[config.mk]
export PLATFORM = sky130hd
export DESIGN_NAME = mem_access_unit
export DESIGN_NICKNAME = d
export VERILOG_FILES = /design/src/rtl/mem_access_unit.sv
export SDC_FILE = /design/constraint.sdc
export NUM_CORES = 1
export LEC_CHECK = 0
export ABC_CLOCK_PERIOD_IN_PS = 2360
export BUFFER_PORTS_ARGS = -buffer_cell sky130_fd_sc_hd__buf_2
export CORE_MARGIN = 2
export CORE_UTILIZATION = 49
export CTS_CLUSTER_DIAMETER = 40
export CTS_CLUSTER_SIZE = 16
export DETAILED_ROUTE_END_ITERATION = 8
export GPL_TIMING_DRIVEN = 0
export PLACE_DENSITY = 0.8
export SLEW_MARGIN = 20
export SYNTH_ARGS = -nofsm -noshare
export SYNTH_HDL_FRONTEND = slang
export SYNTH_SLANG_ARGS = --single-unit
[constraint.sdc]
create_clock -name clk -period 2.36 [get_ports clk]
set_input_delay 0.472 -clock clk [delete_from_list [all_inputs] [get_ports clk]]
set_output_delay 0.472 -clock clk [all_outputs]
set_load 0.05 [all_outputs]
[src/rtl/mem_access_unit.sv]
`timescale 1ns/1ps
// Load/store front end for a single-port data memory: computes base+offset,
// range-checks it, runs one single-cycle memory access and holds the response.
module mem_access_unit #(
    parameter int MEM_DEPTH = 64,
    parameter int ADDR_W    = 8,
    parameter int DATA_W    = 16
) (
    input  logic              clk,
    input  logic              reset,
    input  logic              req_valid,
    output logic              req_ready,
    input  logic              req_write,
    input  logic [ADDR_W-1:0] req_base,
    input  logic [ADDR_W-1:0] req_offset,
    input  logic [DATA_W-1:0] req_wdata,
    output logic              resp_valid,
    input  logic              resp_ready,
    output logic [DATA_W-1:0] resp_rdata,
    output logic              resp_err,
    output logic              mem_we,
    output logic              mem_re,
    output logic [ADDR_W-1:0] mem_addr,
    output logic [DATA_W-1:0] mem_wdata,
    input  logic [DATA_W-1:0] mem_rdata,
    output logic              busy
);

    localparam int EA_W = ADDR_W + 2;

    typedef enum logic [1:0] {
        IDLE,
        READ,
        WRITE,
        RESP
    } state_t;

    state_t            state_q;
    logic              mem_we_q;
    logic              mem_re_q;
    logic [ADDR_W-1:0] mem_addr_q;
    logic [DATA_W-1:0] mem_wdata_q;
    logic              resp_valid_q;
    logic              resp_err_q;
    logic [DATA_W-1:0] resp_rdata_q;

    logic [EA_W-1:0]   ea_d;
    logic              ea_err_d;

    // Two guard bits keep the sum exact: the top bit is the sign, nothing wraps.
    assign ea_d     = {2'b00, req_base} + {{2{req_offset[ADDR_W-1]}}, req_offset};
    assign ea_err_d = ea_d[EA_W-1] || (ea_d >= EA_W'(MEM_DEPTH));

    always_ff @(posedge clk or posedge reset) begin
        if (reset) begin
            state_q      <= IDLE;
            mem_we_q     <= 1'b0;
            mem_re_q     <= 1'b0;
            mem_addr_q   <= '0;
            mem_wdata_q  <= '0;
            resp_valid_q <= 1'b0;
            resp_err_q   <= 1'b0;
            resp_rdata_q <= '0;
        end else begin
            case (state_q)
                IDLE: begin
                    if (req_valid) begin
                        if (ea_err_d) begin
                            resp_valid_q <= 1'b1;
                            resp_err_q   <= 1'b1;
                            resp_rdata_q <= '0;
                            state_q      <= RESP;
                        end else if (req_write) begin
                            mem_addr_q  <= ea_d[ADDR_W-1:0];
                            mem_wdata_q <= req_wdata;
                            mem_we_q    <= 1'b1;
                            state_q     <= WRITE;
                        end else begin
                            mem_addr_q <= ea_d[ADDR_W-1:0];
                            mem_re_q   <= 1'b1;
                            state_q    <= READ;
                        end
                    end
                end
                READ: begin
                    mem_re_q     <= 1'b0;
                    resp_rdata_q <= mem_rdata;
                    resp_err_q   <= 1'b0;
                    resp_valid_q <= 1'b1;
                    state_q      <= RESP;
                end
                WRITE: begin
                    mem_we_q     <= 1'b0;
                    resp_rdata_q <= '0;
                    resp_err_q   <= 1'b0;
                    resp_valid_q <= 1'b1;
                    state_q      <= RESP;
                end
                RESP: begin
                    if (resp_ready) begin
                        resp_valid_q <= 1'b0;
                        resp_err_q   <= 1'b0;
                        resp_rdata_q <= '0;
                        state_q      <= IDLE;
                    end
                end
                default: state_q <= IDLE;
            endcase
        end
    end

    assign req_ready  = (state_q == IDLE);
    assign busy       = (state_q != IDLE);
    assign mem_we     = mem_we_q;
    assign mem_re     = mem_re_q;
    assign mem_addr   = mem_addr_q;
    assign mem_wdata  = mem_wdata_q;
    assign resp_valid = resp_valid_q;
    assign resp_err   = resp_err_q;
    assign resp_rdata = resp_rdata_q;

endmodule

==> results.cfg, run 1 <==
[drt]
postRouteAntennaNets = 0
total_number_of_vias = 2051
drt-wirelength-per-cell_um = 14.0
drt_wl_total_mm = 5.80
drc = 0
via_per_inst = 4.95
detailedRoute.firstPassIterationCount = 4
detailedRoute.firstIterationViolations = 72

[global_routing]
grt_antenna_before_repair = 0
grt_util_all_layers = 0.204
grt-ovfl-total = 0
largest_net_degree_at_the_start_of_global_routing = 33
first_global_vias = 2041
first_pass_grt_wire_length_mm = 9.57

[critical_path]
nature_of_the_critical_path_endpoint = register
critical_path_class = in -> reg
ff2ff_setup_slack_ns = 0.22
crit_fanout = 4
most_used_cell_cp = buf_6
startpoint_type = primary input
critical_path.cell_chain = buf_6, ha_4, inv_2, fa_2, nor2b_2, o311a_1, or3_4, mux2i_4, a31o_1, buf_6, buf_12, mux2_4
crit_path_top_delay_cell = or3_4
crit_path_start = req_base[0]
capturing_point_of_the_worst_reg2reg_path = resp_valid
setup.worst_path.end = resp_valid
worst-path-stages = 12
worstPathRequired_ns = 2.54
ff2ff_path_depth = 8
regToRegStartpoint = state_q[1]
worstPathBufferInverterCount = 4
cpLargestDelayFamily = compound AO/OA/AOI/OAI gates
worst-endpoint-arrival_ns = 2.66
crit_path_max_incr_delay_ns = 0.38

[layout]
n_fill_cell = 400
final_cell_area_excluding_filler_cells_um2 = 3570
layout_commonest_cell = buf_2
mostFrequentLayoutCells = buf_2, dfrtp_1, inv_1, nand2_1, mux2i_1
final_util = 0.704
n_antenna_cell = 0
fin_cells = 414
num-nets-final = 410
areaGrowthSynthToFinish_pct = 39.2
post_route_cells_drive_above_1_share = 0.520

[placed_design]
place.port_buffers = 98
dp_hpwl_mm = 4.14
placedCellCount = 392
gp_congestion = 0.848
placed_cell_area_um2 = 3210

[logic_synthesis]
seq_area_frac_synth = 0.449
mappedNetlistNets = 290
synth_warnings = 0
synth.lib_cells_used.distinct = 53
async_s_r_ff_share_synth = 1.00
synth-main-ff-cell = dfrtp_1
ys_seq_elements = 46
syn-instance-count = 223
synth-edff-count = 0
synth.avg_cell_area_um2 = 11.5
syn-cell-area_um2 = 2570

[cts]
cts_tree = yes
worst_setup_hold_path_clk_slew_ns = 0.09
cts_root_buffer = clkbuf_8
ctsHoldBuffers = 0
tritoncts.num_buffers = 5
cts_num_sinks = 46
clkLatencyLatePin_ns = 0.30
ctsHtreeMaxLevel = 2
clock_tree_buf_depth = 2

[timing]
worst-slew-pin-transition_ns = 0.451
hold_viol_final = 0
achievable-frequency_mhz = 403
final_clock_skew_ns = 0.00966
final_min_period_over_clock_period = 1.05
post_layout_min_period_ns = 2.48
setup_ws_ns = -0.121
slew_violations = 0
tns_ns = -2.40
worst_slew_margin_rel = 0.699
finalSetupViolCount = 34
grt_setup_unrepaired = true

[job]
max_cap_viol_count = 0

[die]
die_extent_in_y_um = 76.4
placementRows = 26
design.portCount = 99
dieArea_um2 = 5830
floorplan.die.width_um = 76.4
effective_utilization_at_floorplan = 0.506
coreArea_um2 = 5070

[outcome]
failing_checks = setup timing
run_status = finished with violations

[power]
power.static_leakage_nw = 1.92
power_density_nw_per_um2 = 1180
irDropWorstVdd_mv = 0.602
power_mw = 4.22

[min_path]
type_of_the_tightest_min_delay_check = in -> async
[worst min-delay path by stage]
| stage | cells past startpoint | endpoint |
|---|---|---|
| finish | 2 | resp_rdata[0] |
| global route | 2 | resp_rdata[0] |
| CTS | 2 | resp_rdata[0] |
| detailed placement | 2 | resp_rdata[0] |
| global placement | 1 | mem_addr[7] |
| floorplan | 2 | state_q[1] |
[routing by layer]
layer / vias to the layer above / global-route usage / wire length (um)
li1: 999 / - / -
met1: 967 / 0.267 / 2500
met2: 76 / 0.343 / 2910
met3: 9 / 0.0545 / 329
met4: 0 / 0.0455 / 64
met5: - / 0 / 0
[flip-flops by register name, summed over array words and instances, names as in the netlist]
name        flops
state_q         2
mem_we          1
resp_valid      1
mem_addr        8
resp_err        1
resp_rdata     16
mem_wdata      16
mem_re          1
[worst register-to-register path, stage by stage, from the launching register on]
cell     delay, ns
dfrtp_1       0.42
inv_1         0.10
ha_2          0.30
inv_1         0.17
o22ai_1       0.35
a31o_1        0.17
buf_6         0.13
buf_12        0.10
mux2_4        0.28
[report_power, final]
group / internal, mW / switching (mW) / leakage [nW]
Clock: 0.318 / 0.273 / 0.0585
Combinational: 0.815 / 1.60 / 1.25
Sequential: 1.06 / 0.147 / 0.613
Total: 2.19 / 2.02 / 1.92
[area by class of cell]
cell class	count	area, um2	area share
multi-input cells	138	1340	0.374
flip-flops and latches	46	1150	0.322
repair buffers	117	723	0.202
inverters	30	113	0.0315
well taps	70	87.6	0.0245
clock buffers	5	68.8	0.0193
plain buffers	5	50.0	0.0140
clock inverters	3	43.8	0.0123
[cell usage after synthesis (3+ instances only)]
cell type / count / share of area
and2b_2: 3 / 0.010
nor3_1: 4 / 0.0078
ha_1: 13 / 0.063
nand2_1: 21 / 0.031
mux2_2: 11 / 0.048
buf_6: 4 / 0.018
clkbuf_1: 3 / 0.0044
mux2i_1: 18 / 0.070
inv_1: 30 / 0.044
dfrtp_1: 46 / 0.45
a21oi_1: 3 / 0.0058
nor2_1: 6 / 0.0088
mux2_4: 11 / 0.064
[kinds of logic after synthesis]
kind of cell / synth area share
adder cells (fa/ha/maj): 0.0712
multiplexers: 0.192
AND/OR/NAND/NOR: 0.112
buffers and inverters: 0.0756
XOR/XNOR: 0.0137
AO/OA/AOI/OAI: 0.0878
flip-flops: 0.449
[repair_timing]
item / in CTS / in global routing
pin swaps: 3 / 8
gates cloned: 1 / 0
resized for setup: 7 / 9
setup buffers: 16 / 3
endpoints found under the setup margin: 41 / 45
[through the flow]
step,hold WS [ns],setup WS (ns)
final,0.127,-0.121
after global routing,0.136,-0.193
after CTS,0.130,-0.114
after global placement,0.466,-0.552
after floorplan,0.574,-0.233
after detailed placement,0.461,-0.602
Power figures use the tool's default switching activity.
==> run 2: changes to the inputs <==
CORE_UTILIZATION = 40   (was 49)
PLACE_DENSITY = 0.68   (was 0.8)
SETUP_SLACK_MARGIN = 0.02   (was not set)
==> run 2 against run 1 <==
Net effect:
- the run still ends with setup timing left
- sequential share of layout area unchanged
- register-to-register slack better by 0.05 ns
- routed wire length down 2.4%
- critical path depth down 2
- first-iteration DRC count up 36%
- core utilization down 13 points
- global-route usage down 4.0 points
- highest routed layer unchanged
- cell count up 1.7%
- die area up 21%
- worst hold slack better by 0.081 ns
- worst setup slack better by 0.038 ns
==> results.cfg, run 2 (synthesis gave the netlist of run 1 again) <==
[outcome]
run_status = finished with violations
failing_checks = setup timing

[die]
dieArea_um2 = 7070
floorplan.die.width_um = 84.1
placementRows = 29
coreArea_um2 = 6280
effective_utilization_at_floorplan = 0.409
design.portCount = 99
die_extent_in_y_um = 84.1

[cts]
ctsHoldBuffers = 0
clock_tree_buf_depth = 2
ctsHtreeMaxLevel = 2
cts_tree = yes
tritoncts.num_buffers = 5
cts_num_sinks = 46
worst_setup_hold_path_clk_slew_ns = 0.10
cts_root_buffer = clkbuf_8
clkLatencyLatePin_ns = 0.30

[critical_path]
crit_path_top_delay_cell = o31a_1
crit_path_max_incr_delay_ns = 0.38
critical_path.cell_chain = buf_2, ha_1, nand2_1, o31a_1, a31o_1, o211a_1, buf_6, a31o_1, buf_6, mux2_4
crit_fanout = 9
nature_of_the_critical_path_endpoint = register
startpoint_type = primary input
worst-endpoint-arrival_ns = 2.62
critical_path_class = in -> reg
worstPathRequired_ns = 2.54

[timing]
worst_slew_margin_rel = 0.622
finalSetupViolCount = 42
tns_ns = -1.53
final_min_period_over_clock_period = 1.04
final_clock_skew_ns = 0.0140
worst-slew-pin-transition_ns = 0.566
slew_violations = 0
achievable-frequency_mhz = 409
post_layout_min_period_ns = 2.44
hold_viol_final = 0
grt_setup_unrepaired = true
setup_ws_ns = -0.0827

[layout]
num-nets-final = 410
layout_commonest_cell = buf_2
fin_cells = 421
n_fill_cell = 550
mostFrequentLayoutCells = buf_2, dfrtp_1, inv_1, nand2_1, mux2i_1
n_antenna_cell = 0
areaGrowthSynthToFinish_pct = 39.2
post_route_cells_drive_above_1_share = 0.512

[placed_design]
dp_hpwl_mm = 4.15
place.port_buffers = 98
gp_congestion = 0.808
placedCellCount = 399
place_worst_setup_slack_ns = -0.564

[global_routing]
largest_net_degree_at_the_start_of_global_routing = 26
grt_antenna_before_repair = 0
grt-ovfl-total = 0
first_pass_grt_wire_length_mm = 9.50
grt_util_all_layers = 0.164
first_global_vias = 2018

[drt]
detailedRoute.firstIterationViolations = 98
detailedRoute.firstPassIterationCount = 6
total_number_of_vias = 2039
via_per_inst = 4.84
postRouteAntennaNets = 0
drc = 0
drt_wl_total_mm = 5.66
drt-wirelength-per-cell_um = 13.5

[power]
power_mw = 4.19
power_density_nw_per_um2 = 1170
irDropWorstVdd_mv = 0.807
power.static_leakage_nw = 1.93

[job]
max_cap_viol_count = 0

[min_path]
type_of_the_tightest_min_delay_check = in -> async
-- run 2: worst paths after layout --
| check | end | start | slack, ns | cells past startpoint |
|---|---|---|---|---|
| setup / recovery | resp_valid | req_base[3] | -0.08 | 10 |
| hold / removal | resp_rdata[4] | reset | 0.21 | 2 |
| setup reg to reg | resp_valid | state_q[1] | 0.27 | 7 |
| hold reg to reg | mem_addr[6] | mem_addr[6] | 0.50 | 1 |
| max in group asynchronous | resp_rdata[14] | reset | 1.63 | 3 |
| min in group clk | mem_wdata[15] | req_wdata[15] | 0.39 | 2 |
-- run 2: critical path: cells and delay by family --
kind / cells / cell delay [ns]
AO/OA/AOI/OAI: 4 / 1.06
multiplexers: 1 / 0.29
adder cells (fa/ha/maj): 1 / 0.32
AND/OR/NAND/NOR: 1 / 0.09
buffers and inverters: 3 / 0.40
-- run 2: report_power, final --
| part | switching [mW] | total [mW] | internal, mW |
|---|---|---|---|
| clock network | 0.277 | 0.594 | 0.318 |
| registers | 0.144 | 1.20 | 1.06 |
| logic | 1.59 | 2.39 | 0.800 |
-- run 2: layer usage --
metal	track usage	routed length (um)	up-vias
met5	0	0	-
met4	0.0367	45	0
met3	0.0406	446	5
met2	0.279	2740	81
met1	0.211	2430	945
li1	-	-	1008
-- run 2: layout make-up --
type	instances	area, um2	area share
multi-input combinational	139	1340	0.375
sequential	46	1150	0.322
timing repair buffer	113	671	0.188
inverter	30	113	0.0315
tap	77	96.3	0.0270
buffer	8	88.8	0.0249
clock buffer	5	68.8	0.0193
clock inverter	3	43.8	0.0123
-- run 2: stage by stage --
step                      hold slack (ns)   util  instance area (um2)
after floorplan                     0.574      -                 2620
after global placement              0.466  0.510                 3200
after detailed placement            0.469  0.514                 3230
after CTS                           0.242  0.559                 3510
after global routing                0.250  0.569                 3570
final                               0.208  0.569                 3570
-- run 2: what timing repair did --
item	4_1_cts	5_1_grt
endpoints found under the setup margin	41	45
resized for setup	12	9
setup buffers	10	3
pin swaps	8	5
cloned	2	0
==> run 3: changes to the inputs <==
CTS_CLUSTER_DIAMETER = not set   (was 40)
PLACE_DENSITY = 0.65   (was 0.68)
==> run 3 against run 2 <==
Net effect:
- the run still ends with setup timing left
- first-iteration DRC count is 4.1% lower
- sequential cell count stayed put
- sequential share of layout area is 0.42 points higher
- largest power group unchanged
==> results.cfg, run 3 (synthesis gave the netlist of run 1 again) <==
[outcome]
run_status = finished with violations
failing_checks = setup timing

[cts]
tritoncts.num_buffers = 5
clkLatencyLatePin_ns = 0.30
worst_setup_hold_path_clk_slew_ns = 0.08
clock_tree_buf_depth = 2
cts_num_sinks = 46
cts_tree = yes
ctsHtreeMaxLevel = 2
cts_root_buffer = clkbuf_8

[drt]
drt_wl_total_mm = 5.58
via_per_inst = 4.79
drt-wirelength-per-cell_um = 13.3
total_number_of_vias = 2012
drc = 0
detailedRoute.firstIterationViolations = 94
postRouteAntennaNets = 0
detailedRoute.firstPassIterationCount = 4

[min_path]
type_of_the_tightest_min_delay_check = in -> async

[global_routing]
largest_net_degree_at_the_start_of_global_routing = 30
grt_antenna_before_repair = 0
first_pass_grt_wire_length_mm = 9.44
grt_util_all_layers = 0.165
first_global_vias = 1988
grt-ovfl-total = 0

[job]
max_cap_viol_count = 0

[timing]
final_min_period_over_clock_period = 1.05
setup_ws_ns = -0.107
post_layout_min_period_ns = 2.47
worst_slew_margin_rel = 0.705
grt_setup_unrepaired = true
final_clock_skew_ns = 0.00399
slew_violations = 0
hold_viol_final = 0
achievable-frequency_mhz = 405
worst-slew-pin-transition_ns = 0.443
finalSetupViolCount = 42
hold_ws_ns = 0.161

[layout]
layout_commonest_cell = buf_2
mostFrequentLayoutCells = buf_2, dfrtp_1, inv_1, nand2_1, mux2i_1
n_fill_cell = 574
num-nets-final = 409
post_route_cells_drive_above_1_share = 0.504
n_antenna_cell = 0
areaGrowthSynthToFinish_pct = 37.4
fin_cells = 420

[die]
design.portCount = 99
die_extent_in_y_um = 84.1
dieArea_um2 = 7070
effective_utilization_at_floorplan = 0.409
placementRows = 29
floorplan.die.width_um = 84.1
coreArea_um2 = 6280

[power]
power_density_nw_per_um2 = 1150
power.static_leakage_nw = 1.92
irDropWorstVdd_mv = 0.701

[critical_path]
startpoint_type = primary input
critical_path_class = in -> reg
worstPathRequired_ns = 2.55
nature_of_the_critical_path_endpoint = register
worst-endpoint-arrival_ns = 2.65
crit_fanout = 5

[placed_design]
place.port_buffers = 98
placedCellCount = 399
dp_hpwl_mm = 4.12
gp_congestion = 0.806
-- run 3: changes by cell type in the layout (fill, tap and decap cells not counted), sizes merged --
cell    change
buf         -1
inv         -1
clkinv      +1
mux2i       -1
bufinv      -1
clkbuf      +2
-- run 3: metrics by stage --
step | setup TNS [ns] | util | total power [mW] | instance area, um2 | worst slack (ns)
floorplan | -5.82 | - | 2.97 | 2620 | -0.233
global placement | -19.69 | 0.510 | 3.43 | 3200 | -0.530
detailed placement | -20.79 | 0.513 | 3.47 | 3220 | -0.560
CTS | -2.60 | 0.549 | 4.01 | 3440 | -0.0944
global route | -5.93 | 0.562 | 4.29 | 3530 | -0.176
finish | -3.22 | 0.562 | 4.05 | 3530 | -0.107
-- run 3: path summary, 6_finish.rpt --
| kind | from | endpoint | slack [ns] | cells after the start |
|---|---|---|---|---|
| hold / removal | reset | resp_rdata[1] | 0.16 | 2 |
| max in group asynchronous | reset | mem_addr[4] | 1.71 | 3 |
| setup reg to reg | state_q[0] | resp_valid | 0.28 | 7 |
| setup / recovery | req_base[0] | resp_valid | -0.11 | 11 |
| hold reg to reg | mem_wdata[7] | mem_wdata[7] | 0.51 | 1 |
| min in group clk | req_wdata[2] | mem_wdata[2] | 0.40 | 2 |
-- run 3: area by class of cell --
class | instances | area, um2 | share of cell area
timing repair buffer | 113 | 693 | 0.197
multi-input combinational | 138 | 1290 | 0.367
tap | 77 | 96.3 | 0.0273
inverter | 30 | 113 | 0.0319
buffer | 8 | 92.6 | 0.0263
clock buffer | 6 | 72.6 | 0.0206
clock inverter | 2 | 13.8 | 0.00390
sequential | 46 | 1150 | 0.326
-- run 3: repair_timing --
action / in CTS / in global routing
gates resized for setup: 9 / 8
gates cloned: 1 / 1
setup endpoints to repair: 41 / 45
setup buffers: 7 / 5
pin swaps: 2 / 2
hold buffers: 0 / 0
-- run 3: per-layer routing --
layer,vias up,track usage,share of wire
li1,998,-,-
met1,939,0.228,0.46
met2,70,0.260,0.47
met3,5,0.0356,0.065
met4,0,0.0484,0.010
met5,-,0,0
-- run 3: report_power, final --
| part | switching, mW | total (mW) | internal (mW) |
|---|---|---|---|
| Sequential | 0.140 | 1.20 | 1.06 |
| Combinational | 1.58 | 2.38 | 0.795 |
| Clock | 0.262 | 0.471 | 0.209 |
| Total | 1.98 | 4.05 | 2.07 |
-- run 3: critical path: stages --
cell     delay, ns
buf_6         0.10
ha_4          0.15
inv_2         0.04
fa_2          0.22
nor2b_4       0.05
o311a_1       0.31
or3_4         0.38
mux2i_4       0.26
a31o_1        0.21
buf_6         0.15
mux2_4        0.30
